$ cat src/rtl/uart_tx_mmio.sv
// uart_tx_mmio: bus-snooping transmit FIFO feeding an 8N1 UART serialiser
module uart_tx_mmio #(
  parameter logic [7:0] TX_ADDR = 8'hFF,
  parameter int CLKS_PER_BIT = 16,
  parameter int FIFO_DEPTH = 4
) (
  input  logic clk,
  input  logic reset,
  input  logic [7:0] addr_in,
  input  logic [7:0] data_in,
  input  logic wr_en,
  output logic tx,
  output logic busy,
  output logic fifo_empty,
  output logic fifo_full,
  output logic [$clog2(FIFO_DEPTH):0] fifo_count,
  output logic overflow
);
  localparam int AW = $clog2(FIFO_DEPTH);
  localparam int CW = AW + 1;
  localparam int BW = CLKS_PER_BIT > 1 ? $clog2(CLKS_PER_BIT) : 1;
  typedef enum logic [1:0] {IDLE, START, DATA, STOP} state_t;
  state_t state;
  logic [7:0] mem [FIFO_DEPTH];
  logic [AW-1:0] wr_ptr, rd_ptr;
  logic [7:0] shreg;
  logic [2:0] bit_cnt;
  logic [BW-1:0] baud_cnt;
  logic hit, push, pop, baud_end;
  logic [CW-1:0] count_nxt;
  always_comb begin
    hit = wr_en && addr_in == TX_ADDR;
    push = hit && !fifo_full;
    baud_end = baud_cnt == BW'(CLKS_PER_BIT - 1);
    pop = !fifo_empty && (state == IDLE || (state == STOP && baud_end));
    count_nxt = fifo_count + CW'(push) - CW'(pop);
  end
  always_ff @(posedge clk)
    if (push) mem[wr_ptr] <= data_in;
  always_ff @(posedge clk) begin
    if (reset) begin
      wr_ptr <= '0;
      rd_ptr <= '0;
      fifo_count <= '0;
      fifo_empty <= 1'b1;
      fifo_full <= 1'b0;
      overflow <= 1'b0;
    end else begin
      wr_ptr <= push ? wr_ptr + AW'(1) : wr_ptr;
      rd_ptr <= pop ? rd_ptr + AW'(1) : rd_ptr;
      fifo_count <= count_nxt;
      fifo_empty <= count_nxt == '0;
      fifo_full <= count_nxt == CW'(FIFO_DEPTH);
      overflow <= overflow | (hit && fifo_full);
    end
  end
  always_ff @(posedge clk) begin
    if (reset) begin
      state <= IDLE;
      tx <= 1'b1;
      busy <= 1'b0;
      shreg <= '0;
      bit_cnt <= '0;
      baud_cnt <= '0;
    end else begin
      baud_cnt <= (state == IDLE || baud_end) ? '0 : baud_cnt + BW'(1);
      case (state)
        IDLE: begin
          bit_cnt <= '0;
          if (pop) begin
            shreg <= mem[rd_ptr];
            state <= START;
            tx <= 1'b0;
            busy <= 1'b1;
          end
        end
        START: if (baud_end) begin
          state <= DATA;
          tx <= shreg[0];
        end
        DATA: if (baud_end) begin
          if (bit_cnt == 3'd7) begin
            state <= STOP;
            tx <= 1'b1;
            bit_cnt <= '0;
          end else begin
            bit_cnt <= bit_cnt + 3'd1;
            shreg <= shreg >> 1;
            tx <= shreg[1];
          end
        end
        STOP: if (baud_end) begin
          if (pop) begin
            shreg <= mem[rd_ptr];
            state <= START;
            tx <= 1'b0;
          end else begin
            state <= IDLE;
            busy <= 1'b0;
          end
        end
        default: state <= IDLE;
      endcase
    end
  end
endmodule

$ cat config.mk
export PLATFORM = sky130hd
export DESIGN_NAME = uart_tx_mmio
export DESIGN_NICKNAME = d
export VERILOG_FILES = /design/src/rtl/uart_tx_mmio.sv
export SDC_FILE = /design/constraint.sdc
export NUM_CORES = 1
export LEC_CHECK = 0
export ABC_AREA = 1
export CORE_MARGIN = 1.5
export CORE_UTILIZATION = 55
export DETAILED_ROUTE_END_ITERATION = 10
export PLACE_DENSITY = 0.77
export SETUP_SLACK_MARGIN = 0.2
export SLEW_MARGIN = 20
export SYNTH_ARGS = -nofsm -noshare
export SYNTH_HDL_FRONTEND = slang
export SYNTH_SLANG_ARGS = --single-unit
$ cat constraint.sdc
create_clock -name clk -period 2.7 [get_ports clk]
set_input_delay 0.54 -clock clk [delete_from_list [all_inputs] [get_ports clk]]
set_output_delay 0.54 -clock clk [all_outputs]
set_load 0.02 [all_outputs]
# After elaboration in Yosys (flattened, before gate mapping)
# Memory sizes are Yosys's and may differ from the RTL's. A register that Yosys moved wholly into a read port is not among the register bits.
# Cells that the tools add are included.
# W data, S select, Z words.
# word_totals
regBits	29
ram_bits	32
inputBits	19
out_inout_bits	8
word_cells	83
mem_count	1
# mem_list
name	depth	word_bits	read_ports	rd_clocked_by_memory_dff	wr	line	text
mem	4	8	1	1	1	24	logic [7:0] mem [FIFO_DEPTH];
# classes
add_sub_neg	6
n_eq_ne	14
muxes	29
bitwise_logic	1
reduce_logical	20
# op_table
cell	count
$mux W8	4
$pmux W8 S3	1
$mux W2	7
$ne A2 B2 Y1 const B	7
$mux W1	11
$eq A8 B8 Y1 const B	1
$pmux W2 S4	1
$reduce_and A4 Y1	2
$eq A3 B3 Y1 const B	2
$mux W3	2
$pmux W3 S2	1
$logic_and A1 B1 Y1	5
$reduce_and A5 Y1	1
$add A2 B1 Y2 const B	2
$add A4 B1 Y4 const B	1
$eq A2 B2 Y1 const B	2
$eq A4 B4 Y1 const B	1
$pmux W1 S4	1
$reduce_bool A2 Y1	2
$add A3 B1 Y3	1
$add A3 B1 Y3 const B	1
$logic_not A3 Y1	1
$reduce_and A3 Y1	1
$reduce_bool A3 Y1	1
other kinds (9)	11

# Logic depth before layout (Yosys ltp)
# logic_depth
depth_word	7
depth_mapped	14
mapped_depth_nobuf	14

# Worst setup path before layout
# Ideal clock, no wire load.
# synth_path
path_type	input -> register
start	input addr_in[5]
end	register fifo_full
setup_time_ps	78
t_arrival_ps	2230
required_ps	2622
slack_ps	393
cell_stages	11
path_buffers	0
path_cell_list	nand2_1 nor2_1 nand4_1 ha_1 inv_1 ha_1 fa_1 inv_1 xor2_1 inv_1 nor3_1
# synth_between
elab_chain_len	6
# synth_lines
item	line	text
start: declaration	9	input logic [7:0] addr_in,
$eq A8 B8 Y1	32	hit = wr_en && addr_in == TX_ADDR;
$logic_and A1 B1 Y1	32	
$logic_and A1 B1 Y1	33	push = hit && !fifo_full;
$add A3 B1 Y3	36	count_nxt = fifo_count + CW'(push) - CW'(pop);
$sub A3 B1 Y3	36	
$eq A3 B3 Y1	53	fifo_full <= count_nxt == CW'(FIFO_DEPTH);
end signal: assignment	53	
end: declaration	15	output logic fifo_full,
# No other way between the ends.
# A chain may end at the register's enable or synchronous reset.

# Worst setup path in the final report
# layout_path
start	register state[1]
end	register fifo_full
# layout_between
elab_chain_len	6
elab_cells_between_ends	7
classes_between	1 x add/sub; 2 x eq/ne; 4 x reduce/logical
# layout_lines
item	line	text
start: declaration	23	state_t state;
start signal: assignment	59	state <= IDLE;
start signal: assignment	72	state <= START;
start signal: assignment	78	state <= DATA;
$eq A2 B2 Y1	35	pop = !fifo_empty && (state == IDLE || (state == STOP && baud_end));
$logic_and A1 B1 Y1	35	
$logic_or A1 B1 Y1 *	35	
$logic_and A1 B1 Y1 *	35	
$sub A3 B1 Y3 *	36	
$eq A3 B3 Y1 *	53	
# Mark *: on every way between the ends. The rest lies on a longest branch, timed or not.

==> summary.txt <==
GRT
  • First-pass GRT wire length: 9556 um
  • Number of global-route vias before repair: 2177
  • Grt ovf: 0
  • GRT Overall Usage: 0.2080
  • Largest net degree at the start of global routing: 18
  • Initial antenna violation count: 0

CTS
  • Root buffer selected by CTS: clkbuf_8
  • Clk sinks: 63
  • CTS tree: built
  • Worst-Skew Late Latency: 0.32 ns
  • Number of H-tree levels: 3
  • Post-CTS Hold Buffers: 0
  • Bufs on Longest Clock Path: 2
  • Number of buffers created by CTS: 9
  • Reg clk slew, reported paths: 0.07 ns

Worst setup path
  • WP data arrival: 2.61 ns
  • Levels on crit path: 14
  • CP Max Fanout: 5
  • RR Startpoint: state[1]
  • CP Class: register to register
  • Most used cell, CP: inv_1
  • Worst path slowest cell: dfxtp_2
  • Worst flop-to-flop path endpoint: fifo_full
  • CP bufs+invs: 5
  • Launch point of the worst path: state[1]
  • Worst path required time: 2.95 ns
  • R2r setup slk: 0.34 ns
  • R2R cell count: 14
  • Slowest stage delay, CP: 0.36 ns
  • Startpoint type of the worst setup path: register
  • End point of the critical path: fifo_full
  • CP cell instances: inv_1, ha_4, nor2_4, nor2_4, nand2_4, inv_1, ha_1, inv_1, ha_2, fa_2, inv_1, xor2_1, inv_1, nor3_2
  • Crit end category: register
  • Top Family by Delay on Critical Path: adder cells

Route
  • Post-route antenna net violation count: 0
  • 1st-pass router iterations: 4
  • Detailed-route via count: 2271
  • Routed WL: 5610 um
  • Avg WL per Cell: 11.79 um
  • DR vias/cell: 4.771
  • # DRC: 0
  • Drt initial violations: 159

Pwr
  • Sequential Power Share: 0.368
  • Comb power frac: 0.341
  • Max VDD drop: 0.5088 mV
  • Switching part of the total: 0.3420
  • Int Power: 2225 uW
  • Leakage: 0.001714 uW
  • P_sw: 1157 uW
  • Power share of the clock group: 0.291
  • Pwr Total: 3382 uW
  • Power per cell area: 920.9 nW/um^2

STA
  • Worst slew pin tran: 0.5933 ns
  • Setup ws final: 0.3386 ns
  • Fmax: 423.5 MHz
  • Hold slack final: 0.4436 ns
  • Slew HR: 0.6039
  • Final Hold Fails: 0
  • Max-slew violations: 0
  • RSZ-0062 raised after global routing: false
  • Final setup viols: 0
  • Tcrit/Tclk final: 0.8746
  • Minimum clock period: 2.361 ns
  • Worst Skew: 0.003641 ns

Final layout
  • # diodes: 0
  • Number of fill cells: 401
  • Fin nets: 434
  • Fraction of layout cells with a size suffix above 1: 0.1232
  • Seq. cell area: 1587 sq um
  • Area of the multi-input gates: 1149 sq um
  • Post-route cell area: 3672 sq um
  • Most common cell after layout, fill and taps aside: nand2_1
  • Layout Cells excl Fill: 476
  • Most frequent cells in the layout: nand2_1, inv_1, nor2_1
  • Synth-to-Final Area Change: 21.38%

Synthesis
  • Syn_nets: 396
  • Syn Area/Cell: 8.334 sq um
  • Top-area cell type share of the netlist area: 0.3176
  • Count of cell types in the netlist: 26
  • Area leader, netlist: edfxtp_1
  • Flip-flop and latch count after synthesis: 63
  • Synth area leaders: edfxtp_1, dfxtp_1, nand2_1
  • Mapped Area: 3025 sq um
  • Cells after Synth: 363
  • Yosys warning count: 0
  • Sequential area share after synthesis: 0.5227

Floorplan
  • Num rows: 26
  • DIE AREA: 5954 sq um
  • Core ar.: 5205 sq um
  • Die width: 77.17 um
  • Initial core utilization: 0.5813
  • # IOs: 27
  • Die height: 77.17 um

Hold path
  • Hold path startpoint: busy
  • Min-delay worst type: register to register

Place
  • Port buffer count: 26
  • Pre-CTS WS: -0.01288 ns
  • Area after DPL: 3373 sq um
  • Placed Cells incl. Taps: 458
  • Hpwl dp: 3804 um
  • Placer Congestion: 0.7899

Outcome
  • Status: finished clean

Job
  • Max cap viols: 0
stage by stage:
step,TNS (ns),utilization
4_1_cts,0,0.6940
5_1_grt,0,0.7055
6_report,0,0.7055
3_3_place_gp,0,0.6481
2_1_floorplan,0,-
3_5_place_dp,-0.01288,0.6481
synthesized netlist by cell type, drive strengths merged:
cell	instances
nor3	1
o21ai	6
xnor2	1
clkbuf	2
ha	13
clkinv	1
inv	69
dfxtp	31
bufinv	1
fa	1
nand2	116
nand3	21
nand4	4
xor2	3
edfxtp	32
a21oi	11
nor2	44
buf	6
power groups by stage:
stage	combinational, uW	sequential (uW)	clock (uW)
4_1_cts	1100	1240	994
3_3_place_gp	1050	1260	0
5_1_grt	1320	1260	1050
2_1_floorplan	832	1260	0
6_report	1150	1240	983
3_5_place_dp	1080	1260	0
sequential cells by signal, summed over array words and instances (netlist names), 2 cells and up, named ones only:
signal,flops
rd_ptr,2
shreg,8
baud_cnt,4
wr_ptr,2
mem,32
fifo_count,3
bit_cnt,3
state,2
tightest hold or removal path: stages, from the launching register on:
cell     delay (ns)
dfxtp_1        0.31
inv_1          0.04
a21oi_1        0.05
kinds of logic after synthesis:
kind of cell / after synthesis / share of synthesized area
buffers and inverters: 79 / 0.1100
DFF: 63 / 0.5227
adders and majority gates: 14 / 0.06038
AOI/OAI and AO/OA: 17 / 0.02812
and+or+nand+nor: 186 / 0.2672
xor gates and xnor gates: 4 / 0.01158
worst min-delay path by stage:
stage                        endpoint  slack, ns  cells after the start
final                            busy       0.44                      2
after global placement    baud_cnt[0]       0.43                      1
after CTS                        busy       0.45                      2
after floorplan           baud_cnt[0]       0.42                      1
after global routing             busy       0.48                      2
after detailed placement         busy       0.44                      2
per-layer routing:
| metal | part of all wire | track usage | wire length, um |
|---|---|---|---|
| met5 | 0 | 0 | 0 |
| met4 | 0.0091 | 0.07818 | 51 |
| met3 | 0.057 | 0.04881 | 322 |
| met2 | 0.51 | 0.3544 | 2868 |
| met1 | 0.42 | 0.2550 | 2367 |
repair_timing:
item | 4_1_cts | 5_1_grt
setup buffers | 0 | 2
setup endpoints to repair | 0 | 3
resized for setup | 0 | 16
layout make-up:
| class | instances | share of cell area |
|---|---|---|
| flip-flops and latches | 63 | 0.4320 |
| clock inverters | 3 | 0.02453 |
| repair buffers | 35 | 0.08995 |
| inverters | 71 | 0.07632 |
| clock buffers | 13 | 0.04055 |
| well taps | 70 | 0.02385 |
| multi-input cells | 221 | 0.3128 |
Note: power is estimated with default switching activity, not from simulation.
